==> src/rtl/scanline_bank_writer_pkg.sv <==
`default_nettype none
// +-----------------------------------------------------------------------+
// | scanline_bank_writer_pkg : shared FSM encoding and width helpers       |
// | Rev 1.0                                                                |
// +-----------------------------------------------------------------------+
package scanline_bank_writer_pkg;

   typedef enum logic [1:0] {
      ST_IDLE   = 2'd0,
      ST_WRITE  = 2'd1,
      ST_COMMIT = 2'd2
   } state_t;

   localparam int SHORT_W = 8;

   function automatic int clog2(input int value);
      int r;
      r = 0;
      while ((1 << r) < value) begin
         r = r + 1;
      end
      return r;
   endfunction

endpackage
`default_nettype wire

==> src/rtl/scanline_bank_writer_if.sv <==
`default_nettype none
// +-----------------------------------------------------------------------+
// | scanline_bank_writer_if : sensor sample stream with start-of-line tag  |
// | Rev 1.0                                                                |
// +-----------------------------------------------------------------------+
interface scanline_bank_writer_if #(
   parameter int DATA_W = 8
) ();
   logic              s_valid;
   logic              s_ready;
   logic [DATA_W-1:0] s_data;
   logic              s_sol;

   modport master (output s_valid, output s_data, output s_sol, input s_ready);
   modport slave  (input s_valid, input s_data, input s_sol, output s_ready);
endinterface
`default_nettype wire

==> src/rtl/scanline_bank_writer_bank_alloc.sv <==
`default_nettype none
// +-----------------------------------------------------------------------+
// | scanline_bank_writer_bank_alloc : round-robin free line-buffer finder  |
// | Rev 1.0                                                                |
// +-----------------------------------------------------------------------+
module scanline_bank_writer_bank_alloc
   import scanline_bank_writer_pkg::*;
#(
   parameter int NUM_BANKS = 4,
   localparam int BANK_W   = clog2(NUM_BANKS)
) (
   input  wire [NUM_BANKS-1:0] i_full,
   input  wire [BANK_W-1:0]    i_start,
   output logic [BANK_W-1:0]   o_idx,
   output logic                o_found
);

   logic [BANK_W-1:0] w_cand;

   // Scan from the far end so the bank closest to i_start is the last one taken.
   always_comb begin
      o_idx   = '0;
      o_found = 1'b0;
      w_cand  = '0;
      for (int i = NUM_BANKS - 1; i >= 0; i--) begin
         w_cand = i_start + BANK_W'(i);
         if (!i_full[w_cand]) begin
            o_idx   = w_cand;
            o_found = 1'b1;
         end
      end
   end

endmodule
`default_nettype wire

==> src/rtl/scanline_bank_writer.sv <==
`default_nettype none
// +-----------------------------------------------------------------------+
// | scanline_bank_writer : writes scanlines into NUM_BANKS memory buffers  |
// | Rev 1.0                                                                |
// +-----------------------------------------------------------------------+
module scanline_bank_writer
   import scanline_bank_writer_pkg::*;
#(
   parameter int DATA_W    = 8,
   parameter int ADDR_W    = 12,
   parameter int LINE_LEN  = 1024,
   parameter int NUM_BANKS = 4,
   localparam int BANK_W   = clog2(NUM_BANKS)
) (
   input  wire                   clk_clk,
   input  wire                   reset_reset,
   scanline_bank_writer_if.slave s_if,
   input  wire                   mode_bin,
   input  wire [DATA_W-1:0]      threshold,
   input  wire                   rel_valid,
   input  wire [BANK_W-1:0]      rel_bank,
   output logic [ADDR_W-1:0]     mem_address,
   output logic                  mem_chipselect,
   output logic                  mem_clken,
   output logic                  mem_write,
   output logic [DATA_W-1:0]     mem_writedata,
   output logic                  line_done,
   output logic [BANK_W-1:0]     line_bank,
   output logic [NUM_BANKS-1:0]  bank_full,
   output logic [SHORT_W-1:0]    short_lines
);

   localparam int               IDX_W      = clog2(LINE_LEN);
   localparam logic [IDX_W-1:0] C_LAST_IDX = IDX_W'(LINE_LEN - 1);

   state_t                r_state;
   logic [BANK_W-1:0]     r_cur;
   logic [IDX_W-1:0]      r_idx;
   logic [NUM_BANKS-1:0]  r_full;
   logic [SHORT_W-1:0]    r_short;
   logic                  r_line_done;
   logic [BANK_W-1:0]     r_line_bank;
   logic                  r_mem_write;
   logic [ADDR_W-1:0]     r_mem_addr;
   logic [DATA_W-1:0]     r_mem_data;
   logic                  r_clken;

   state_t                w_next_state;
   logic                  w_ready;
   logic                  w_wr;
   logic [IDX_W-1:0]      w_wr_idx;
   logic [IDX_W-1:0]      w_idx_next;
   logic [BANK_W-1:0]     w_cur_next;
   logic                  w_abort;
   logic                  w_commit;
   logic [NUM_BANKS-1:0]  w_cur_mask;
   logic [NUM_BANKS-1:0]  w_set_mask;
   logic [NUM_BANKS-1:0]  w_rel_mask;
   logic [NUM_BANKS-1:0]  w_alloc_full;
   logic [BANK_W-1:0]     w_alloc_idx;
   logic                  w_found;
   logic [DATA_W-1:0]     w_wdata;
   logic [ADDR_W-1:0]     w_addr;

   // During COMMIT the bank being closed must already look occupied to the allocator.
   assign w_cur_mask   = NUM_BANKS'(1) << r_cur;
   assign w_alloc_full = (r_state == ST_COMMIT) ? (r_full | w_cur_mask) : r_full;
   assign w_set_mask   = w_commit ? w_cur_mask : '0;
   assign w_rel_mask   = rel_valid ? ((NUM_BANKS'(1) << rel_bank) & ~w_set_mask) : '0;

   assign w_wdata = mode_bin ? ((s_if.s_data >= threshold) ? {DATA_W{1'b1}} : {DATA_W{1'b0}})
                             : s_if.s_data;
   assign w_addr  = ADDR_W'(r_cur) * ADDR_W'(LINE_LEN) + ADDR_W'(w_wr_idx);

   scanline_bank_writer_bank_alloc #(
      .NUM_BANKS (NUM_BANKS)
   ) u_bank_alloc (
      .i_full  (w_alloc_full),
      .i_start (r_cur + BANK_W'(1)),
      .o_idx   (w_alloc_idx),
      .o_found (w_found)
   );

   always_ff @(posedge clk_clk or posedge reset_reset) begin
      if (reset_reset) begin
         r_state <= ST_IDLE;
      end else begin
         r_state <= w_next_state;
      end
   end

   always_comb begin
      w_next_state = r_state;
      w_ready      = 1'b0;
      w_wr         = 1'b0;
      w_wr_idx     = '0;
      w_idx_next   = r_idx;
      w_cur_next   = r_cur;
      w_abort      = 1'b0;
      w_commit     = 1'b0;
      case (r_state)
         ST_IDLE: begin
            w_ready = ~r_full[r_cur];
            if (r_full[r_cur]) begin
               if (w_found) begin
                  w_cur_next = w_alloc_idx;
               end
            end else if (s_if.s_valid && s_if.s_sol) begin
               w_wr         = 1'b1;
               w_idx_next   = IDX_W'(1);
               w_next_state = ST_WRITE;
            end
         end
         ST_WRITE: begin
            w_ready = 1'b1;
            if (s_if.s_valid) begin
               w_wr = 1'b1;
               if (s_if.s_sol) begin
                  w_abort    = (r_idx != '0);
                  w_idx_next = IDX_W'(1);
               end else begin
                  w_wr_idx = r_idx;
                  if (r_idx == C_LAST_IDX) begin
                     w_idx_next   = '0;
                     w_next_state = ST_COMMIT;
                  end else begin
                     w_idx_next = r_idx + IDX_W'(1);
                  end
               end
            end
         end
         ST_COMMIT: begin
            w_commit     = 1'b1;
            w_next_state = ST_IDLE;
            if (w_found) begin
               w_cur_next = w_alloc_idx;
            end
         end
         default: begin
            w_next_state = ST_IDLE;
         end
      endcase
   end

   always_ff @(posedge clk_clk or posedge reset_reset) begin
      if (reset_reset) begin
         r_cur       <= '0;
         r_idx       <= '0;
         r_full      <= '0;
         r_short     <= '0;
         r_line_done <= 1'b0;
         r_line_bank <= '0;
         r_mem_write <= 1'b0;
         r_mem_addr  <= '0;
         r_mem_data  <= '0;
         r_clken     <= 1'b0;
      end else begin
         r_clken     <= 1'b1;
         r_cur       <= w_cur_next;
         r_idx       <= w_idx_next;
         r_full      <= (r_full & ~w_rel_mask) | w_set_mask;
         r_line_done <= w_commit;
         r_mem_write <= w_wr;
         if (w_abort && (r_short != {SHORT_W{1'b1}})) begin
            r_short <= r_short + SHORT_W'(1);
         end
         if (w_commit) begin
            r_line_bank <= r_cur;
         end
         if (w_wr) begin
            r_mem_addr <= w_addr;
            r_mem_data <= w_wdata;
         end
      end
   end

   // Ready is forced low while reset is held so the front end never sees a phantom accept.
   assign s_if.s_ready   = w_ready & ~reset_reset;
   assign mem_address    = r_mem_addr;
   assign mem_chipselect = r_mem_write;
   assign mem_clken      = r_clken;
   assign mem_write      = r_mem_write;
   assign mem_writedata  = r_mem_data;
   assign line_done      = r_line_done;
   assign line_bank      = r_line_bank;
   assign bank_full      = r_full;
   assign short_lines    = r_short;

endmodule
`default_nettype wire

==> src/flat_wrapper.sv <==
// flat-port wrapper written by rule: the top's interface ports become plain ports
module scanline_bank_writer_flat import scanline_bank_writer_pkg::*;
#(
   parameter int DATA_W    = 8,
   parameter int ADDR_W    = 12,
   parameter int LINE_LEN  = 1024,
   parameter int NUM_BANKS = 4,
   localparam int BANK_W   = clog2(NUM_BANKS)
)
  (clk_clk, reset_reset, mode_bin, threshold, rel_valid, rel_bank, mem_address, mem_chipselect, mem_clken, mem_write, mem_writedata, line_done, line_bank, bank_full, short_lines, s_if_s_valid, s_if_s_data, s_if_s_sol, s_if_s_ready);
  scanline_bank_writer_if #(.DATA_W(DATA_W)) s_if_i ();
  input  wire clk_clk;
  input  wire reset_reset;
  input  wire mode_bin;
  input  wire [DATA_W-1:0] threshold;
  input  wire rel_valid;
  input  wire [BANK_W-1:0] rel_bank;
  output logic [ADDR_W-1:0] mem_address;
  output logic mem_chipselect;
  output logic mem_clken;
  output logic mem_write;
  output logic [DATA_W-1:0] mem_writedata;
  output logic line_done;
  output logic [BANK_W-1:0] line_bank;
  output logic [NUM_BANKS-1:0] bank_full;
  output logic [SHORT_W-1:0] short_lines;
  input wire logic [$bits(s_if_i.s_valid)-1:0] s_if_s_valid;
  input wire logic [$bits(s_if_i.s_data)-1:0] s_if_s_data;
  input wire logic [$bits(s_if_i.s_sol)-1:0] s_if_s_sol;
  output wire logic [$bits(s_if_i.s_ready)-1:0] s_if_s_ready;
  assign s_if_i.s_valid = s_if_s_valid;
  assign s_if_i.s_data = s_if_s_data;
  assign s_if_i.s_sol = s_if_s_sol;
  assign s_if_s_ready = s_if_i.s_ready;
  scanline_bank_writer #(.DATA_W(DATA_W), .ADDR_W(ADDR_W), .LINE_LEN(LINE_LEN), .NUM_BANKS(NUM_BANKS)) u_core (.clk_clk(clk_clk), .reset_reset(reset_reset), .s_if(s_if_i), .mode_bin(mode_bin), .threshold(threshold), .rel_valid(rel_valid), .rel_bank(rel_bank), .mem_address(mem_address), .mem_chipselect(mem_chipselect), .mem_clken(mem_clken), .mem_write(mem_write), .mem_writedata(mem_writedata), .line_done(line_done), .line_bank(line_bank), .bank_full(bank_full), .short_lines(short_lines));
endmodule
==> config.mk <==
export PLATFORM = sky130hd
export DESIGN_NAME = scanline_bank_writer_flat
export DESIGN_NICKNAME = d
export VERILOG_FILES = /design/src/rtl/scanline_bank_writer_pkg.sv /design/src/rtl/scanline_bank_writer_if.sv /design/src/rtl/scanline_bank_writer_bank_alloc.sv /design/src/rtl/scanline_bank_writer.sv /design/src/flat_wrapper.sv
export SDC_FILE = /design/constraint.sdc
export NUM_CORES = 1
export LEC_CHECK = 0
export ABC_AREA = 0
export BUFFER_PORTS_ARGS = -buffer_cell sky130_fd_sc_hd__buf_4
export CAP_MARGIN = 20
export CORE_MARGIN = 2
export CORE_UTILIZATION = 54
export DETAILED_ROUTE_END_ITERATION = 12
export PLACE_DENSITY = 0.87
export SYNTH_ARGS = -nofsm -noshare
export SYNTH_HDL_FRONTEND = slang
export SYNTH_HIERARCHICAL = 1
export SYNTH_SLANG_ARGS = --single-unit
==> constraint.sdc <==
create_clock -name clk_clk -period 2.2 [get_ports clk_clk]
set_input_delay 0.11 -clock clk_clk [delete_from_list [all_inputs] [get_ports clk_clk]]
set_output_delay 0.11 -clock clk_clk [all_outputs]
set_load 0.1 [all_outputs]
Word level (Yosys, flattened, before mapping)
Cells that the tools add are included.

Register bits after elaboration: 51. Output and inout bits: 39.

Add/subtract/negate cells: 7. $lt $le $gt $ge: 6. Equal/unequal tests: 10. Shift operators: 2. Mux-type cells: 50. Bitwise logic cells: 9. Reduce and logical (&&, ||, !) cells: 9.

Operators with widths (count): $mux W10 (8); $mux W2 (11); $pmux W10 S2 (1); $mux W1 (16); $mux W8 (2); $lt A2 B3 Y1 const B (5); $add A12 B10 Y12 (1); $mux W4 (3); $add A10 B1 Y10 const B (1); $bmux W1 S2 (5); $eq A10 B10 Y1 const B (1); $reduce_bool A10 Y1 (1); $add A8 B1 Y8 const B (1); $and A4 B4 Y4 (2); $ge A8 B8 Y1 (1); $ne A8 B8 Y1 const B (1); $not A4 Y4 (2); $or A4 B4 Y4 (2); $pmux W2 S2 (2); $shl A1 B2 Y4 const A (2); $ne A2 B1 Y1 const B (3); $ne A2 B2 Y1 const B (3); $reduce_and A5 Y1 (1); $add A2 B1 Y2 const B (2); 11 further kinds (16).

Depth between registers and ports, before layout
Depth in word-level cells: 12. Mapped depth: 8.

Modules after synthesis
The synthesis kept the hierarchy.

Modules (own cells, without submodules): scanline_bank_writer (times used 1, cells an instance 253, area each 2640.0 µm²); scanline_bank_writer_bank_alloc (times used 1, cells an instance 13, area each 71.3 µm²).

Worst setup path after synthesis
No wires, ideal clock.

Path type: register to output. Start: register u_core.r_full[3] (netlist: u_core/bank_full[3]). End: output s_if_s_ready. Data arrival time: 3.701 ns. Required time: 2.090 ns. Slack: -1.611 ns. Cell stages (with the launch flop): 3. Buffers on the path: 0. Path through: dfrtp_1 -> mux4_2 -> a211oi_1.

Word-level cells in the longest chain between the ends: 5.

RTL lines: start, declared (line scanline_bank_writer.sv:39) `logic [NUM_BANKS-1:0] r_full;`; start signal, assigned (line scanline_bank_writer.sv:161) `r_full <= (r_full & ~w_rel_mask) | w_set_mask;`; $bmux W1 S2 (line scanline_bank_writer.sv:103) `w_ready = ~r_full[r_cur];`; $mux W1 (implied by the code) (line scanline_bank_writer.sv:103); $not A1 Y1 (line scanline_bank_writer.sv:103); $pmux W1 S2 (line scanline_bank_writer.sv:101) `case (r_state)`; $and A1 B1 Y1 (line scanline_bank_writer.sv:178) `assign s_if.s_ready = w_ready & ~reset_reset;`; end, declared (line flat_wrapper.sv:30) `output wire logic [$bits(s_if_i.s_ready)-1:0] s_if_s_ready;`.

Every way passes these cells. The select of a mux whose other input is x is not followed.

Final worst setup path
Start: register u_core.r_cur[0]. End: output s_if_s_ready.

Word-level cells in the longest chain between the ends: 5.

RTL lines: start, declared (line scanline_bank_writer.sv:37) `logic [BANK_W-1:0] r_cur;`; start signal, assigned (line scanline_bank_writer.sv:159) `r_cur <= w_cur_next;`; $bmux W1 S2 (line scanline_bank_writer.sv:103); $mux W1 (implied by the code) (line scanline_bank_writer.sv:103); $not A1 Y1 (line scanline_bank_writer.sv:103); $pmux W1 S2 (line scanline_bank_writer.sv:101); $and A1 B1 Y1 (line scanline_bank_writer.sv:178).

Every way passes these cells. The select of a mux whose other input is x is not followed.

==> metrics.md <==
| Metric | Value |
|---|---|
| Status | `finished, final reports clean` |
| Fill count | `362` |
| Multi-input logic area | `1314 sq um` |
| Grt ovf | `0` |
| Die area | `5604 sq um` |
| Fin cells | `402` |
| Clk sink count | `51` |
| Peak Freq | `0.4930 GHz` |
| FF-to-FF End | `u_core/r_idx[6]$_DFFE_PP0P_` |
| Mapped cell area | `2711 sq um` |
| Worst Reg-to-Reg Cells | `5` |
| Reg2Reg Launch Point | `u_core/r_cur[0]$_DFFE_PP0P_` |
| Fin nets | `373` |
| Chip width | `74.86 um` |
| Register area share after synthesis | `47.07%` |
| Worst skew pair latency | `300 ps` |
| Number of nets with antenna violations after routing | `0` |
| Setup ws final | `171.6 ps` |
| Hold WC Path Type | `input pin to flop` |
| Layout cells sized above 1 | `28.96%` |
| Inserted Clock Buffers | `5` |
| Slew Viols, Final | `0` |
| Hold buffers post-CTS | `1` |
| Leakage | `1.670 nW` |
| Relative slew slack | `57.43%` |
| Largest area contributor in the netlist | `dfrtp_1` |
| Avg Synthesized Cell Area | `10.19 sq um` |
| RSZ-0062 raised after global routing | `false` |
| Post-cts gate resize count | `0` |
| Final antenna diode count | `0` |
| Arrival @ worst endpoint | `1920 ps` |
| Vias/cell | `5.662` |
| Synth cell types | `51` |
| Post-synth EDFFs | `0` |
| DP Worst Slack | `266.4 ps` |
| Post-DP HPWL | `4.641 mm` |
| Routability Congestion | `0.9060` |
| Hold EP | `u_core/bank_full[1]$_DFF_PP0_` |
| Gr usage total | `23.29%` |
| Die Span Y | `74.86 um` |
| CP Launch Type | `flop` |
| Post-CTS Setup Bufs | `0` |
| Top post-synthesis cells by area | `dfrtp_1 (47%), ha_1 (6.9%), a22o_1 (4.2%)` |
| Total wire length | `5.990 mm` |
| Setup TNS | `0 ps` |
| Largest net degree at the start of global routing | `31` |
| Core ar. | `4786 sq um` |
| Wire length per cell | `14.90 um` |
| Hold path start | `rel_bank[1]` |
| Fin. Hold Viols | `0` |
| CTS Buffer Depth | `2` |
| 1st-iter DRT viols | `174` |
| WS Path Type | `flop to primary output` |
| Max-cap check violation count | `0` |
| Cells after synthesis | `266` |
| Mapped Nets | `305` |
| Initial antenna violation count | `0` |
| Storage cell area | `1284 sq um` |
| IO buf count | `62` |
| Site Rows | `25` |
| DR vias | `2276` |
| DRT Pass-1 Iters | `6` |
| CP required | `2090 ps` |
| Setup slack, reg-to-reg | `250 ps` |
| Hold Path Depth | `3` |
| Setup Viol. Count Final | `0` |
| CTS root buf | `clkbuf_8` |
| VDD IR-drop max | `0.4720 mV` |
| Power per Cell Area | `751.8 nW/um^2` |
| DRC violation count after routing | `0` |
| Predominant post-synthesis flop cell | `dfrtp_1` |
| Synth Warn # | `6` |
| Skew final | `5.484 ps` |
| Worst-margin pin slew | `637.6 ps` |
| CTS H-tree lvls | `2` |
| Period utilization | `92.20%` |
| Area Overhead vs Synth | `25.06%` |
| CTS tree | `done` |
| Synth Register Bits | `51` |
| Ys async rst share | `100.0%` |
| CP max FO | `7` |
| Placed cell count | `393` |
| I/O pins | `63` |
| Starting Density | `56.65%` |
| First-pass GRT wire length | `10.05 mm` |
| Worst setup EP type | `primary output` |
| Design Power | `2.549 mW` |
| Vias in the first global route | `2170` |
| Clock transition at path regs | `80 ps` |
| Fin crit period | `2028 ps` |
| Top-area cell type share of the netlist area | `47.07%` |
==> state kept, by name (all words and copies together) (netlist names), 2 cells and up <==
signal and count:
u_core/mem_writedata 8, u_core/r_cur 2, u_core/short_lines 8, u_core/line_bank 2
u_core/bank_full 4, u_core/r_idx 10, u_core/mem_address 12, u_core/r_state 2
==> kinds of logic (layout without fill, tap and decap cells) <==
logic type / after synthesis / after routing / synth area share, %
AOI/OAI and AO/OA: 82 / 82 / 20.90
and+or+nand+nor: 71 / 71 / 14.03
DFF: 51 / 51 / 47.07
buffers and inverters: 31 / 100 / 4.937
adders and majority gates: 15 / 15 / 6.922
muxes: 8 / 8 / 3.738
xor gates and xnor gates: 7 / 7 / 2.261
other: 1 / 1 / 0.1383
==> how the worst max path moves through the flow <==
stage / to / slack (ps) / startpoint
after floorplan: s_if_s_ready / -40 / u_core/bank_full[3]$_DFF_PP0_
after global placement: u_core/mem_address[11]$_DFFE_PP0P_ / 330 / u_core/r_cur[0]$_DFFE_PP0P_
after detailed placement: u_core/mem_address[11]$_DFFE_PP0P_ / 270 / u_core/r_cur[0]$_DFFE_PP0P_
after CTS: s_if_s_ready / 140 / u_core/r_cur[0]$_DFFE_PP0P_
after global routing: s_if_s_ready / 80 / u_core/r_cur[0]$_DFFE_PP0P_
final: s_if_s_ready / 170 / u_core/r_cur[0]$_DFFE_PP0P_
==> Yosys cell counts, types with 4 or more instances <==
cell	number
a21oi_1	10
a22o_1	13
a31oi_1	14
and3_1	5
clkbuf_1	6
dfrtp_1	51
ha_1	15
inv_1	20
mux2_2	5
nand2_1	15
nand3_1	8
nand4_1	5
nor2_1	12
nor2b_1	5
nor3_1	4
o211ai_1	5
o21ai_0	17
xnor2_1	5
==> routing by layer <==
layer  vias to the layer above  share of wire, %  GRT usage, %
met5                         -                 0             0
met4                         0               1.3         7.738
met3                         9               6.6         5.355
met2                        89                49         37.04
met1                      1065                43         31.71
li1                       1113                 -             -
==> final cells by class <==
cell class / instances / area share (%)
clock buffers: 7 / 2.251
clock inverters: 1 / 0.1476
inverters: 21 / 2.362
multi-input cells: 184 / 38.75
flip-flops and latches: 51 / 37.86
well taps: 67 / 2.472
repair buffers: 71 / 16.16
==> cell usage in the layout (no fill, tap or decap), types with 3 or more instances in the layout <==
master | Yosys | final
nand2_1 | 15 | 15
xnor2_1 | 5 | 5
a22oi_1 | 3 | 3
a32o_1 | 3 | 3
and3_1 | 5 | 5
nor2b_1 | 5 | 5
nand2b_1 | 3 | 3
inv_1 | 20 | 19
dfrtp_2 | 0 | 6
nand3_1 | 8 | 8
o21ai_0 | 17 | 17
clkbuf_8 | 0 | 5
a22o_1 | 13 | 13
ha_1 | 15 | 15
buf_4 | 2 | 69
nor3_1 | 4 | 4
a21o_1 | 3 | 3
nor2_1 | 12 | 12
o211ai_1 | 5 | 5
o21ai_1 | 3 | 3
mux2_2 | 5 | 5
dfrtp_1 | 51 | 45
a31oi_1 | 14 | 14
a21oi_1 | 10 | 10
nand4_1 | 5 | 5
==> metrics by stage <==
stage / hold WS (ps) / cell area (sq um) / utilization (%)
floorplan: 259.1 / 2731 / -
global route: 93.78 / 3391 / 70.85
detailed placement: 266.1 / 3299 / 68.94
CTS: 68.78 / 3391 / 70.85
finish: 93.70 / 3391 / 70.85
global placement: 261.2 / 3299 / 68.94
==> worst max-delay path, cell delays in order (launching register included) <==
cell,delay (ps)
dfrtp_1,470
mux4_2,610
a211oi_4,220
buf_4,320
==> power breakdown <==
group          internal (mW)  leakage, nW  switching, mW
clock network          0.223       0.0422          0.273
registers               1.02        0.657         0.0924
logic                  0.231        0.971          0.711
Power figures use the tool's default switching activity.
